## config.mk

```make
export PLATFORM = sky130hd
export DESIGN_NAME = mem_bus_arbiter
export DESIGN_NICKNAME = d
export VERILOG_FILES = /design/src/rtl/mycpu_pkg.sv /design/src/rtl/mem_wait_ctr.sv /design/src/rtl/mem_bus_arbiter.sv
export SDC_FILE = /design/constraint.sdc
export NUM_CORES = 1
export LEC_CHECK = 0
export ABC_AREA = 1
export CAP_MARGIN = 20
export CORE_MARGIN = 3
export CORE_UTILIZATION = 45
export CTS_BUF_LIST = sky130_fd_sc_hd__clkbuf_16
export DETAILED_ROUTE_END_ITERATION = 8
export DONT_BUFFER_PORTS = 1
export SLEW_MARGIN = 10
export SYNTH_ARGS = -nofsm -noshare
export SYNTH_HDL_FRONTEND = slang
export SYNTH_HIERARCHICAL = 1
export SYNTH_SLANG_ARGS = --single-unit
```

## constraint.sdc

```tcl
create_clock -name clk -period 1.6 [get_ports clk]
set_clock_uncertainty 0.15 [all_clocks]
set_input_delay 0.48 -clock clk [delete_from_list [all_inputs] [get_ports clk]]
set_output_delay 0.48 -clock clk [all_outputs]
set_load 0.01 [all_outputs]
```

## src/rtl/mycpu_pkg.sv

```systemverilog
// -----------------------------------------------------------------------------
// mycpu_pkg
//
// Purpose:
//   Shared types and defaults for the CPU memory-side blocks. The bus arbiter
//   and its wait-state counter import this package.
//
// Contents:
//   arb_state_t     - arbiter FSM states (idle / memory access / response)
//   owner_t         - identifies which requester owns the memory bus
//   MEM_WAIT_STATES - system default for extra memory cycles per access
//   WAIT_CTR_W      - width of the wait-state down-counter
// -----------------------------------------------------------------------------
package mycpu_pkg;

    // IDLE decides who gets the bus, ACCESS holds the memory strobe for the
    // programmed number of wait states, RESP pulses the winner's ack.
    typedef enum logic [1:0] {
        ARB_IDLE   = 2'd0,
        ARB_ACCESS = 2'd1,
        ARB_RESP   = 2'd2
    } arb_state_t;

    // The encoding doubles as the owner_out pin value, so it is fixed here.
    typedef enum logic {
        OWNER_CPU = 1'b0,
        OWNER_EXT = 1'b1
    } owner_t;

    localparam int MEM_WAIT_STATES = 2;

    // Wait states are limited to 0..15, so four bits always suffice.
    localparam int WAIT_CTR_W = 4;

endpackage

```

## src/rtl/mem_wait_ctr.sv

```systemverilog
// -----------------------------------------------------------------------------
// mem_wait_ctr
//
// Purpose:
//   Loadable down-counter that times the memory access phase of the bus
//   arbiter. The arbiter loads the wait-state count on the grant edge and
//   decrements once per access cycle; zero_out tells it the last memory
//   cycle is in progress.
//
// Ports:
//   clk         in   system clock, rising edge
//   rst_n       in   synchronous active-low reset (clears the count)
//   load_in     in   load load_val_in on the next edge (wins over dec_in)
//   dec_in      in   decrement on the next edge (ignored when already zero)
//   load_val_in in   value to load
//   zero_out    out  count is zero
// -----------------------------------------------------------------------------
module mem_wait_ctr
    import mycpu_pkg::*;
(
    input  logic                  clk,
    input  logic                  rst_n,
    input  logic                  load_in,
    input  logic                  dec_in,
    input  logic [WAIT_CTR_W-1:0] load_val_in,
    output logic                  zero_out
);

    logic [WAIT_CTR_W-1:0] count_q;
    logic [WAIT_CTR_W-1:0] count_d;

    // Load has priority so a new grant always restarts the timing, and the
    // decrement saturates at zero so a stray dec can never wrap to 15.
    always_comb begin
        count_d = count_q;
        if (load_in) begin
            count_d = load_val_in;
        end else if (dec_in && (count_q != '0)) begin
            count_d = count_q - 1'b1;
        end
    end

    // Plain state register; reset is synchronous with the rest of the core.
    always_ff @(posedge clk) begin
        if (!rst_n) begin
            count_q <= '0;
        end else begin
            count_q <= count_d;
        end
    end

    assign zero_out = (count_q == '0);

endmodule

```

## src/rtl/mem_bus_arbiter.sv

```systemverilog
// -----------------------------------------------------------------------------
// mem_bus_arbiter
//
// Purpose:
//   Shares the CPU's single memory/IO port between the CPU load/store/fetch
//   path and an external port (debug loader / DMA). A three-state FSM picks a
//   winner in IDLE, holds a registered memory strobe for WAIT_STATES+1 cycles
//   in ACCESS, then pulses the winner's ack in RESP. Every output is a
//   register, so the memory decode sees clean, glitch-free signals.
//
// Configuration:
//   MEM_ARB_FIXED_PRI_EN - when defined, simultaneous requests always go to
//                          the CPU. When undefined (default), ties alternate
//                          round-robin, starting with the CPU after reset.
//
// Parameters:
//   ADDR_W      address width
//   DATA_W      data width
//   WAIT_STATES extra memory cycles per access (0..15)
//
// Ports:
//   clk, rst_n                 clock (rising edge), synchronous active-low reset
//   cpu_req_in/we/addr/wdata   CPU request and fields, held until cpu_ack_out
//   cpu_gnt_out                CPU owns the bus (ACCESS and RESP)
//   cpu_ack_out                one-cycle completion pulse
//   cpu_rdata_out              read data, valid while cpu_ack_out is high
//   ext_*                      external port, same rules as the CPU port
//   mem_en_out/we/addr/wdata   registered memory-side access
//   mem_rdata_in               memory read data, valid in the last mem_en cycle
//   owner_out                  last granted owner (0 = CPU, 1 = EXT)
// -----------------------------------------------------------------------------
module mem_bus_arbiter
    import mycpu_pkg::*;
#(
    parameter int ADDR_W      = 16,
    parameter int DATA_W      = 16,
    parameter int WAIT_STATES = MEM_WAIT_STATES
) (
    input  logic              clk,
    input  logic              rst_n,

    input  logic              cpu_req_in,
    input  logic              cpu_we_in,
    input  logic [ADDR_W-1:0] cpu_addr_in,
    input  logic [DATA_W-1:0] cpu_wdata_in,
    output logic              cpu_gnt_out,
    output logic              cpu_ack_out,
    output logic [DATA_W-1:0] cpu_rdata_out,

    input  logic              ext_req_in,
    input  logic              ext_we_in,
    input  logic [ADDR_W-1:0] ext_addr_in,
    input  logic [DATA_W-1:0] ext_wdata_in,
    output logic              ext_gnt_out,
    output logic              ext_ack_out,
    output logic [DATA_W-1:0] ext_rdata_out,

    output logic              mem_en_out,
    output logic              mem_we_out,
    output logic [ADDR_W-1:0] mem_addr_out,
    output logic [DATA_W-1:0] mem_wdata_out,
    input  logic [DATA_W-1:0] mem_rdata_in,

    output logic              owner_out
);

    localparam logic [WAIT_CTR_W-1:0] WAIT_LOAD = WAIT_CTR_W'(WAIT_STATES);

    arb_state_t        state_q;
    owner_t            owner_q;
    logic              memEn_q;
    logic              memWe_q;
    logic [ADDR_W-1:0] memAddr_q;
    logic [DATA_W-1:0] memWdata_q;
    logic              cpuGnt_q;
    logic              extGnt_q;
    logic              cpuAck_q;
    logic              extAck_q;
    logic [DATA_W-1:0] cpuRdata_q;
    logic [DATA_W-1:0] extRdata_q;

    owner_t            winner_d;
    logic              selWe_d;
    logic [ADDR_W-1:0] selAddr_d;
    logic [DATA_W-1:0] selWdata_d;

    logic              anyReq;
    logic              ctrLoad;
    logic              ctrDec;
    logic              ctrZero;

    assign anyReq = cpu_req_in | ext_req_in;

`ifdef MEM_ARB_FIXED_PRI_EN

    // With fixed priority the CPU takes every tie, so the only case the
    // external port wins is when it requests alone.
    always_comb begin
        winner_d = OWNER_CPU;
        if (ext_req_in && !cpu_req_in) begin
            winner_d = OWNER_EXT;
        end
    end

`else

    // preferExt_q is the round-robin pointer. It is kept apart from owner_q
    // because owner_out must read 0 (CPU) after reset while the CPU must
    // still win the first tie; after any grant it equals "not the owner".
    logic preferExt_q;

    // Lone requesters always win; ties go to whoever the pointer favours.
    always_comb begin
        winner_d = OWNER_CPU;
        if (cpu_req_in && ext_req_in) begin
            winner_d = preferExt_q ? OWNER_EXT : OWNER_CPU;
        end else if (ext_req_in) begin
            winner_d = OWNER_EXT;
        end
    end

    // Flip the pointer on every grant so the loser of this round is favoured
    // next time both requesters collide.
    always_ff @(posedge clk) begin
        if (!rst_n) begin
            preferExt_q <= 1'b0;
        end else if (state_q == ARB_IDLE && anyReq) begin
            preferExt_q <= (winner_d == OWNER_CPU);
        end
    end

`endif

    // Route the winning requester's fields towards the memory registers; they
    // are only captured on the grant edge, so later input changes are ignored.
    always_comb begin
        selWe_d    = cpu_we_in;
        selAddr_d  = cpu_addr_in;
        selWdata_d = cpu_wdata_in;
        if (winner_d == OWNER_EXT) begin
            selWe_d    = ext_we_in;
            selAddr_d  = ext_addr_in;
            selWdata_d = ext_wdata_in;
        end
    end

    // The counter restarts on each grant and counts down through ACCESS; when
    // it reads zero the current cycle is the last one with mem_en high.
    assign ctrLoad = (state_q == ARB_IDLE) && anyReq;
    assign ctrDec  = (state_q == ARB_ACCESS) && !ctrZero;

    mem_wait_ctr u_wait_ctr (
        .clk        (clk),
        .rst_n      (rst_n),
        .load_in    (ctrLoad),
        .dec_in     (ctrDec),
        .load_val_in(WAIT_LOAD),
        .zero_out   (ctrZero)
    );

    // Main FSM with all outputs registered. Reset clears everything, which
    // also aborts a transaction in flight without issuing its ack. Read data
    // is captured only for reads and only into the owner's register, so the
    // other requester's rdata never moves. mem_addr/mem_wdata keep their last
    // latched value once the access ends; only mem_en and mem_we drop.
    always_ff @(posedge clk) begin
        if (!rst_n) begin
            state_q    <= ARB_IDLE;
            owner_q    <= OWNER_CPU;
            memEn_q    <= 1'b0;
            memWe_q    <= 1'b0;
            memAddr_q  <= '0;
            memWdata_q <= '0;
            cpuGnt_q   <= 1'b0;
            extGnt_q   <= 1'b0;
            cpuAck_q   <= 1'b0;
            extAck_q   <= 1'b0;
            cpuRdata_q <= '0;
            extRdata_q <= '0;
        end else begin
            case (state_q)
                ARB_IDLE: begin
                    if (anyReq) begin
                        state_q    <= ARB_ACCESS;
                        owner_q    <= winner_d;
                        memEn_q    <= 1'b1;
                        memWe_q    <= selWe_d;
                        memAddr_q  <= selAddr_d;
                        memWdata_q <= selWdata_d;
                        cpuGnt_q   <= (winner_d == OWNER_CPU);
                        extGnt_q   <= (winner_d == OWNER_EXT);
                    end
                end

                ARB_ACCESS: begin
                    if (ctrZero) begin
                        state_q  <= ARB_RESP;
                        memEn_q  <= 1'b0;
                        memWe_q  <= 1'b0;
                        cpuAck_q <= cpuGnt_q;
                        extAck_q <= extGnt_q;
                        if (!memWe_q) begin
                            if (owner_q == OWNER_EXT) begin
                                extRdata_q <= mem_rdata_in;
                            end else begin
                                cpuRdata_q <= mem_rdata_in;
                            end
                        end
                    end
                end

                ARB_RESP: begin
                    state_q  <= ARB_IDLE;
                    cpuGnt_q <= 1'b0;
                    extGnt_q <= 1'b0;
                    cpuAck_q <= 1'b0;
                    extAck_q <= 1'b0;
                end

                default: begin
                    state_q  <= ARB_IDLE;
                    memEn_q  <= 1'b0;
                    memWe_q  <= 1'b0;
                    cpuGnt_q <= 1'b0;
                    extGnt_q <= 1'b0;
                    cpuAck_q <= 1'b0;
                    extAck_q <= 1'b0;
                end
            endcase
        end
    end

    assign cpu_gnt_out   = cpuGnt_q;
    assign cpu_ack_out   = cpuAck_q;
    assign cpu_rdata_out = cpuRdata_q;
    assign ext_gnt_out   = extGnt_q;
    assign ext_ack_out   = extAck_q;
    assign ext_rdata_out = extRdata_q;
    assign mem_en_out    = memEn_q;
    assign mem_we_out    = memWe_q;
    assign mem_addr_out  = memAddr_q;
    assign mem_wdata_out = memWdata_q;
    assign owner_out     = owner_q;

endmodule

```

* Yosys cells after proc, flatten, opt, wreduce, memory -nomap -nowiden
Cells that the tools add are included.
** Word-level totals
- Logic and storage cells :: 69
- Output and inout bits :: 71
- Input bits :: 86
- Register bits :: 78
** Operators by class
- Reductions and logical operators :: 17
- Eq/ne operators :: 4
- Mux-type cells :: 24
- Bitwise operators :: 8
- $add $sub $neg :: 1
** Operator list (number)
- 16-bit two-way mux :: 2
- 1-bit two-way mux :: 11
- 2-bit two-way mux :: 4
- 1-bit one-hot mux with 2 select lines :: 4
- 2-bit AND reduction :: 4
- 4-bit AND reduction :: 2
- 1-bit inverter :: 7
- 1-bit one-hot mux with 3 select lines :: 2
- 1-bit logical AND :: 4
- 4-bit logical NOT :: 1
- 2-bit inequality test, second input constant :: 2
- 2-bit one-hot mux with 2 select lines :: 1
- 4-bit nonzero test :: 1
- 4-bit by 1-bit subtractor with 4-bit output, second input constant :: 1
- 3-bit AND reduction :: 1
- 2-bit by 1-bit equality test with 1-bit output, second input constant :: 1
- 2-bit equality test, second input constant :: 1
- 2-bit logical NOT :: 1
- 2-bit nonzero test :: 1
- 2-bit OR reduction :: 1
- 1-bit logical NOT :: 1
- 1-bit OR :: 1

* Logic depth before layout (Yosys ltp)
- Depth after elaboration :: 6
- Gate-level depth with buffers :: 11
- Mapped depth without buffers :: 10

* Cells and area by module
The synthesis kept the hierarchy.
** By module, submodules not included
- mem_bus_arbiter :: area an instance 3334.4 µm², seq. area each 1481.4 µm², instances 1, cells each 480
- mem_wait_ctr :: area an instance 274.0 µm², seq. area each 80.1 µm², instances 1, cells each 41

* Worst setup path after synthesis
Ideal clock, no wire load.
- Kind :: input-to-reg
- Start :: in ext_req_in
- End :: reg u_wait_ctr.count_q[3]
- Library setup time :: 0.115 ns
- Stages on the path :: 8
- Slack :: -0.129 ns
- Arrival :: 1.464 ns
- Buffers on the path :: 2
- Required time :: 1.335 ns
- Path through :: buf_2 -> nor2_1 -> nor2_4 -> buf_6 -> inv_2 -> or2_0 -> nand3_1 -> a21oi_2
** Between the ends
- Word-level cells in the longest chain between the ends :: 3
** RTL lines
- from (decl) :: RTL line mem_bus_arbiter.sv:50 : input logic ext_req_in,
- 1-bit OR :: RTL line mem_bus_arbiter.sv:92 : assign anyReq = cpu_req_in | ext_req_in;
- 1-bit logical AND :: RTL line mem_bus_arbiter.sv:149 : assign ctrLoad = (state_q == ARB_IDLE) && anyReq;
- named net ctrLoad :: RTL line mem_bus_arbiter.sv:88 : logic ctrLoad;
- 2-bit OR reduction (no line)
- to (signal assigned) :: RTL line mem_wait_ctr.sv:48 : count_q <= count_d;
- to (decl) :: RTL line mem_wait_ctr.sv:29 : logic [WAIT_CTR_W-1:0] count_q;
The timed path passes the listed nets, and every way through them passes these cells.
A chain may end at the register's enable or synchronous reset.

* Final worst setup path
- Start :: reg u_wait_ctr.count_q[0]
- End :: reg extRdata_q[6], in the netlist ext_rdata_out[6]
** Between the ends
- Word-level cells in the longest chain between the ends :: 2
** RTL lines
- 4-bit logical NOT :: RTL line mem_wait_ctr.sv:52 : assign zero_out = (count_q == '0);
- named net ctrZero :: RTL line mem_bus_arbiter.sv:90 : logic ctrZero;
- 4-bit AND reduction (no line)
- to (signal assigned) :: RTL line mem_bus_arbiter.sv:204 : extRdata_q <= mem_rdata_in;
- to (decl) :: RTL line mem_bus_arbiter.sv:80 : logic [DATA_W-1:0] extRdata_q;
The timed path passes the listed nets, and every way through them passes these cells.

==> flow_summary.toml <==
[status]
status = "finished with violations"
violations = "setup timing"

[floorplanning]
std_cell_rows = 32
die_w_um = 95.5
die_area_um2 = 9130
die_h_um = 95.5
initial_core_util_pct = 46.5
coreArea_um2 = 7770
io_pins = 157

[worst_setup_path]
crit_path_end_kind = "flop"
start_kind = "flop"
crit_type = "reg2reg"
cp.required_ns = 1.67
critPathMaxFanout = 8
critPathArrivalTime_ns = 1.68

[final_layout]
antenna_cells = 0
post-route-util_pct = 53.9
multiInputGateArea_um2 = 1680
syn2layout_area_growth_pct = 15.9
stdcell_count = 628
fin_area_um2 = 4180
seq_area_um2 = 1560
n_fill_cell = 781
nets = 609
drive_above_1_share_pct = 13.3

[place]
place_hpwl_um = 6550
port_buffers = 0
gp_congestion = 0.778
dp_slack_ns = -0.0174
placed_cell_area_um2 = 3760
dp_cells = 609

[route]
ant_nets = 0
drcViolationCount = 0
vias_per_cell = 5.04
routedWlPerCell_um = 14.7
dr_total_vias = 3166
drt-initial-drc-count = 99
wl_um = 9200
firstDrtPassIters = 4

[sta]
rsz0062_at_grt = "yes"
hold_violations = 0
setup_violations = 5
setup_ws_ns = -0.0146
max_freq_mhz = 619
hold_ws_ns = 0.110
final_max_slew_viol_count = 0
tns_ns = -0.0406
min_period_ns = 1.61
fin_crit_sh_pct = 101

[logic_synthesis]
synth_edf_count = 0
synth.top_cell.area_share_pct = 43.3
netlist_area_um2 = 3610
synthTopCellsByArea = "dfxtp_1 43%, nand2_1 12%, nand3_1 10%, nor2_1 7.8%, inv_1 6.3%"
ys_ff_latch = 78
syn_avg_cell_area_um2 = 6.93
ys_seq_area_share_pct = 43.3
synth.distinct_cells = 30
synth_top_area_cell = "dfxtp_1"
synthCells = 521
yosysWarnings = 6
ys.flop_type = "dfxtp_1"
async_flop_share_pct = 0

[cts]
clock_path_buffers = 2
cts_max_level = 3
cts_buffers = 9
ctsHoldBuffers = 0
cts-root-buf = "clkbuf_16"
worst_setup_hold_path_clk_slew_ns = 0.06
clock_sinks = 78
clk_latency_ns = 0.32
cts_tree = "yes"

[min_path]
holdCritPathClass = "in2reg"

[grt]
grt_usage_pct = 20.5
grt_max_degree = 76
grt_antenna_before_repair = 0
grt_remaining_overflow = 0
grt_pass1_wl_um = 14800
grt_pass1_vias = 3095

[run]
max-cap-violations = 0

[power]
ir_worst_vdd_mv = 0.765
power_density_nw_per_um2 = 1450
power.total_mw = 6.09
power_leakage_nw = 2.05
[layout by cell type, fill, tap and decap left out, types with 3 or more instances in the layout]
| master | synthesis | final |
|---|---|---|
| nand2_4 | 3 | 6 |
| dfxtp_1 | 78 | 76 |
| nand2_1 | 118 | 106 |
| buf_12 | 0 | 5 |
| buf_4 | 1 | 12 |
| inv_2 | 5 | 5 |
| inv_1 | 61 | 59 |
| nand4_1 | 33 | 33 |
| o21ai_0 | 21 | 16 |
| o21ai_1 | 0 | 5 |
| nor2_1 | 75 | 74 |
| conb_1 | 2 | 4 |
| inv_4 | 0 | 3 |
| a21oi_1 | 6 | 6 |
| nand3_1 | 72 | 72 |
| clkbuf_16 | 0 | 9 |
| nand2_2 | 2 | 11 |
[worst max-delay path, stage by stage, from the launching register on]
cell and delay [ns]:
dfxtp_2 0.33, inv_2 0.07, ha_4 0.14, nand3_4 0.07
inv_4 0.08, nand3_4 0.08, nor3_4 0.17, buf_6 0.15
buf_12 0.14, nand2_2 0.05, nand2_2 0.05, nor2_1 0.04
[registers in the layout (all words and copies together) (netlist names)]
signal	cells
mem_we_out	1
owner_out	1
state_q	2
preferExt_q	1
cpu_ack_out	1
mem_addr_out	16
u_wait_ctr/count_q	4
ext_ack_out	1
cpu_rdata_out	16
ext_gnt_out	1
cpu_gnt_out	1
mem_wdata_out	16
mem_en_out	1
ext_rdata_out	16
[where the power goes]
part	internal [mW]	switching [mW]
Sequential	2.21	0.312
Combinational	0.597	0.845
Clock	1.36	0.765
Total	4.17	1.92
[layout make-up]
cell class | count | area share [%]
clock buffer | 9 | 5.38
clock inverter | 6 | 2.09
sequential | 78 | 37.4
inverter | 67 | 6.22
tap | 102 | 3.05
timing repair buffer | 20 | 5.74
multi-input combinational | 346 | 40.1
[worst paths after layout]
kind,startpoint,end,slack (ns),depth (start not counted)
worst max-delay path,u_wait_ctr/count_q[0],ext_rdata_out[6],-0.01,11
worst min-delay path,rst_n,mem_addr_out[15],0.11,2
worst max register to register,u_wait_ctr/count_q[0],ext_rdata_out[6],-0.01,11
worst min register to register,preferExt_q,preferExt_q,0.35,2
[timing repair]
action                     4_1_cts  5_1_grt
pin swaps                        1        1
resized for setup                6       22
setup endpoints to repair       21       46
buffers inserted                 2        1
cloned                           2        0
[layer usage]
metal	global-route usage, %	part of all wire [%]
met1	25.3	42
met2	34.0	49
met3	5.92	8.0
met4	7.11	0.72
met5	0	0
[cell usage after synthesis, types with 2 or more instances]
library cell and number:
nand2_1 118, dfxtp_1 78, nor2_1 75, nand3_1 72
inv_1 61, nand4_1 33, o21ai_0 21, buf_2 10
clkbuf_1 8, buf_6 7, a21oi_1 6, buf_1 5
inv_2 5, nand2_4 3, conb_1 2, nand2_2 2
nor2_4 2
[logic make-up after synthesis]
kind of cell               share of synthesized area (%)
adders and majority gates                          0.347
DFF                                                 43.3
and+or+nand+nor                                     39.1
AOI/OAI and AO/OA                                   4.58
other                                              0.208
xor gates and xnor gates                           0.243
buffers and inverters                               12.3
No activity file was read; power rests on OpenSTA's default activity.
==> RTL change 1, RTL diff (config.mk and constraints unchanged) <==
Build with the macro `MEM_ARB_FIXED_PRI_EN` defined.
--- a/src/rtl/mem_bus_arbiter.sv
+++ b/src/rtl/mem_bus_arbiter.sv
@@ -30,4 +30,6 @@
 //   owner_out                  last granted owner (0 = CPU, 1 = EXT)
 // -----------------------------------------------------------------------------
+`define MEM_ARB_FIXED_PRI_EN
+
 module mem_bus_arbiter
     import mycpu_pkg::*;
Function: changed (Yosys sat finds a counterexample within 10 cycles, from zero or initial values and one cycle with rst_n low).
==> RTL change 1 against the unedited design <==
Critical endpoint is now ext_rdata_out[0]; core utilization increased by 1.9 points; sequential share of layout area grew 0.57 points; power shrank 7.1%; design area shrank 2.8%; synthesized area down 5.5%; sequential cell count is 1 lower; highest routed layer unchanged; fmax up 2.8%; worst setup slack gained 0.044 ns; non-clock buffer count fell by 2; routed wire length is 8.1% lower.
==> RTL change 1: results (changes against the unedited design) <==
** Run status
- The flow ran to the end, and the final reports show no timing, DRC or antenna violations.

** Worst setup path
- R2R cell count :: 9 (-2)
- The endpoint identified for the worst register-to-register timing path is ext_rdata_out[0].
- Tracing the worst setup path back leads to its startpoint at u_wait_ctr/count_q[1].
- In this run the critical register-to-register path is launched from u_wait_ctr/count_q[1].

** Routing
- The first-pass detailed-route iteration total came to 4 (unchanged).
- The via count normalized by instance count was 5.02 (-0.52%).
- The wire length per cell is 14.2 um (-3.3%).
- Violation count after the first detailed-route iteration :: 163 (+65%)

** Timing
- The minimum period implied by the final worst setup slack is 1.57 ns (-0.0445 ns).

** Global route
- The largest net degree at the start of global routing is 42 (-45%).
- The via count of the first global-routing pass came to 2782 (-10%).
- The first-pass GRT wire length came to 13200 um (-11%).
- The all-layer global routing usage came to 19.1% (-1.4 points).

** Placed design
- Detailed-placement wirelength estimate :: 5910 um (-9.7%)
- Weighted congestion at the end of routability-driven global placement :: 0.774 (-0.55%)
- Worst slack, placed :: -0.0308 ns (-0.0134 ns)

** Clock network
- Largest buffer count on any clock path :: 2 (unchanged)

** Cells and area
- The fraction of layout cells with a size suffix above 1 was 21.1% (+7.8 points).
- The final antenna diode count came to 0 (unchanged).
- The layout net count is 580 (-4.8%).

** Synthesis
- The fraction of the yosys area taken by sequential cells came to 45.2% (+2.0 points).
- Number of distinct library cells after synthesis :: 30 (unchanged)
- By area the synthesized netlist is led by dfxtp_1, nand2_1, nor2_1.
- Ranked by instance count, the synthesized netlist is headed by nand2_1, dfxtp_1, nor2_1.

** Power
- Leakage Power :: 0.00172 uW (-16%)
- Worst voltage drop across the vdd grid :: 0.599 mV (-22%)
-- RTL change 1: timing repair --
item	in CTS	in global routing
resized for setup	5	47
gates cloned	0	4
pin swaps	0	12
setup buffers	0	1
setup endpoints to repair	18	37
-- RTL change 1: report_power, final --
part / internal, uW / switching (uW) / leakage, uW
Combinational: 511 / 815 / 0.000956
Clock: 1070 / 828 / 0.000138
Sequential: 2160 / 270 / 0.000630
Total: 3740 / 1910 / 0.00172
-- RTL change 1: worst min path at each step --
stage / startpoint / end / slack (ns) / cells after the start
finish: rst_n / cpu_rdata_out[14] / 0.11 / 2
CTS: rst_n / u_wait_ctr/count_q[3] / 0.12 / 2
global placement: u_wait_ctr/count_q[3] / u_wait_ctr/count_q[3] / 0.33 / 2
global route: rst_n / cpu_rdata_out[9] / 0.11 / 2
floorplan: u_wait_ctr/count_q[3] / u_wait_ctr/count_q[3] / 0.32 / 2
detailed placement: owner_out / owner_out / 0.35 / 2
-- RTL change 1: critical path: stages (launching register included) --
cell	delay, ns
dfxtp_2	0.33
inv_2	0.07
ha_4	0.15
nand3_4	0.07
inv_4	0.09
nand3_4	0.11
nor2_4	0.21
clkbuf_16	0.19
o21ai_0	0.07
nor2_1	0.08
-- RTL change 1: kinds of logic (layout without fill, tap and decap cells) --
| logic type | Yosys count | after routing | share of synthesized area [%] |
|---|---|---|---|
| flip-flops | 77 | 77 | 45.2 |
| XOR/XNOR | 1 | 1 | 0.257 |
| AO/OA/AOI/OAI | 79 | 79 | 13.1 |
| buffers and inverters | 44 | 55 | 6.72 |
| AND/OR/NAND/NOR | 279 | 281 | 34.1 |
| other | 2 | 4 | 0.220 |
| adder cells (fa/ha/maj) | 1 | 1 | 0.367 |
-- RTL change 1: final cells by class --
cell class	instances	area, um2
flip-flops and latches	77	1540
multi-input cells	366	1790
inverters	20	105
repair buffers	18	206
well taps	99	124
clock buffers	9	225
fillers	750	3220
repair inverters	1	11.3
clock inverters	7	58.8
-- RTL change 1: stage by stage --
step | cell area, um2 | power [uW] | hold WS [ns] | std cells | util (%)
after detailed placement | 3570 | 3610 | 0.346 | 576 | 49.0
final | 4070 | 5650 | 0.114 | 597 | 55.8
after global routing | 4070 | 6000 | 0.115 | 597 | 55.8
after floorplan | 3430 | 3350 | 0.316 | 485 | -
after CTS | 3870 | 5550 | 0.116 | 592 | 53.1
after global placement | 3570 | 3600 | 0.330 | 576 | 49.0
-- RTL change 1: layer usage --
layer	track usage, %	wire length [um]	vias to the layer above
met5	0	0	-
met4	6.84	121	0
met3	8.37	868	9
met2	31.1	4120	114
met1	22.4	3350	1317
li1	-	-	1554
==> RTL change 2, RTL diff (config.mk and constraints unchanged) <==
Made on the original files. Re-encode `arb_state_t` (3 states) as one-hot, 3 bits wide.
--- a/src/rtl/mycpu_pkg.sv
+++ b/src/rtl/mycpu_pkg.sv
@@ -16,8 +16,8 @@
     // IDLE decides who gets the bus, ACCESS holds the memory strobe for the
     // programmed number of wait states, RESP pulses the winner's ack.
-    typedef enum logic [1:0] {
-        ARB_IDLE   = 2'd0,
-        ARB_ACCESS = 2'd1,
-        ARB_RESP   = 2'd2
+    typedef enum logic [2:0] {
+        ARB_IDLE   = 3'b001,
+        ARB_ACCESS = 3'b010,
+        ARB_RESP   = 3'b100
     } arb_state_t;
 
Function: same outputs for any inputs over 4 cycles, from zero or initial values and one cycle with rst_n low; so few cycles prove little.
==> RTL change 2 against the unedited design <==
Power decreased by 11%; synthesized area is 1.9% lower; first-iteration DRC count rose by 8.1%; design area is 1.7% lower; sequential cell count grew 1; routed wire length shrank 8.6%; worst setup slack improved by 0.072 ns; clock power decreased by 2%.
==> RTL change 2: results (changes against the unedited design) <==
** Hold path
- The depth of the worst hold-timing path is 1 (-1).
- The worst hold path terminates at state_q[0].

** Worst setup path
- The cell family contributing the most delay on the critical path is buffers and inverters.
- Worst Path Max Fanout :: 7 (-1)
- Setup crit end :: cpu_rdata_out[1]
- The worst reg-to-reg path cell count is 10 (-1).

** Routing
- DR WL met2 :: 3950 um (-12%)
- Met3 routed wirelength :: 789 um (+7.1%)
- Total detailed-routing wirelength :: 8410 um (-8.6%)
- The total routed wire length on the met1 layer is 3550 um (-8.9%).
- The via count normalized by instance count came to 5.18 (+2.7%).
- In this run the top signal layer used is met5.
- Via count of the routed design :: 3149 (-0.54%)
- The initial DRC count was 107 (+8.1%).

** Cells and area
- Layout cell share with drive strength beyond 1 :: 15.9% (+2.6 points)

** Synthesis
- The post-synthesis compound-gate area fraction was 11.3% (+6.7 points).
- The xor and xnor fraction of the mapped netlist area is 0.248% (+0.0048 points).
- The average footprint of a synthesized cell is 7.06 um2 (+2.0%).
- Largest cells by area after synthesis :: dfxtp_1, nand2_1, nand3_1
- Post-synthesis share of cell area spent on full adders, half adders and majority gates :: 0.354% (+0.0069 points)
- The fraction of the yosys area taken by sequential cells is 44.7% (+1.4 points).
- List of most frequent post-synthesis cells :: nand2_1, dfxtp_1, nand3_1
- Most instantiated flip-flop cell in the synthesis netlist :: dfxtp_1

** Placed design
- The minimum setup slack after placement was -0.153 ns (-0.136 ns).
- The final RePlAce weighted congestion was 0.805 (+3.4%).
- The estimated wirelength of the detail-placed design came to 6060 um (-7.4%).
- The placement-stage cell area came to 0.00366 mm2 (-2.8%).
- Cell total after placement :: 590 (-3.1%)

** Clock network
- After clock tree synthesis, the clock-pin slew on the worst setup and hold paths is 0.07 ns.

** Global route
- The largest net degree at the start of global routing was 37 (-51%).
- Met2 usage in global routing :: 30.9% (-3.0 points)
- The met3 track demand over resource came to 6.61% (+0.69 points).
- Global-route wire length before repair :: 13500 um (-8.6%)
- Met1 GRT Util :: 23.5% (-1.9 points)
- Number of global-route vias before repair :: 2860 (-7.6%)
- Global router's overall resource usage :: 19.1% (-1.4 points)

** Timing
- Worst setup slack after layout :: 0.0577 ns (+0.0722 ns)
- Min Hold Slack :: 0.0939 ns (-0.0165 ns)

** Power
- Leakage Power :: 0.00171 uW (-17%)
- Worst voltage drop across the vdd grid :: 0.472 mV (-38%)

** Run status
- The run finished with clean final reports.
-- RTL change 2: cell types whose count changed after synthesis, sizes merged, moves of 5 or more --
cell	change
nand4	-32
nor2	-30
buf	-5
nand2	+53
nand3	-14
inv	-45
a21oi	+51
-- RTL change 2: what timing repair did --
action                                  CTS  global route
endpoints found under the setup margin   32            58
setup buffers                             2             0
pin swaps                                 0            17
resized for setup                         3            31
-- RTL change 2: area by class of cell --
class                           instances  area, um2  area share (%)
Multi-Input combinational cell        371       1770            43.0
Clock inverter                          7       80.1            1.95
Inverter                               23        105            2.56
Clock buffer                            9        225            5.48
Tap cell                               99        124            3.01
Timing Repair Buffer                   20        224            5.45
Sequential cell                        79       1580            38.5
-- RTL change 2: logic make-up (layout without fill, tap and decap cells) --
family,after synthesis,after routing
flops,79,79
fa+ha+maj,1,1
simple gates,287,287
other cells,2,4
compound gates,78,78
xor+xnor,1,1
buf+inv,53,59
-- RTL change 2: report_power, final --
part | switching [uW] | internal (uW)
logic | 640 | 416
clock network | 838 | 1230
registers | 180 | 2130
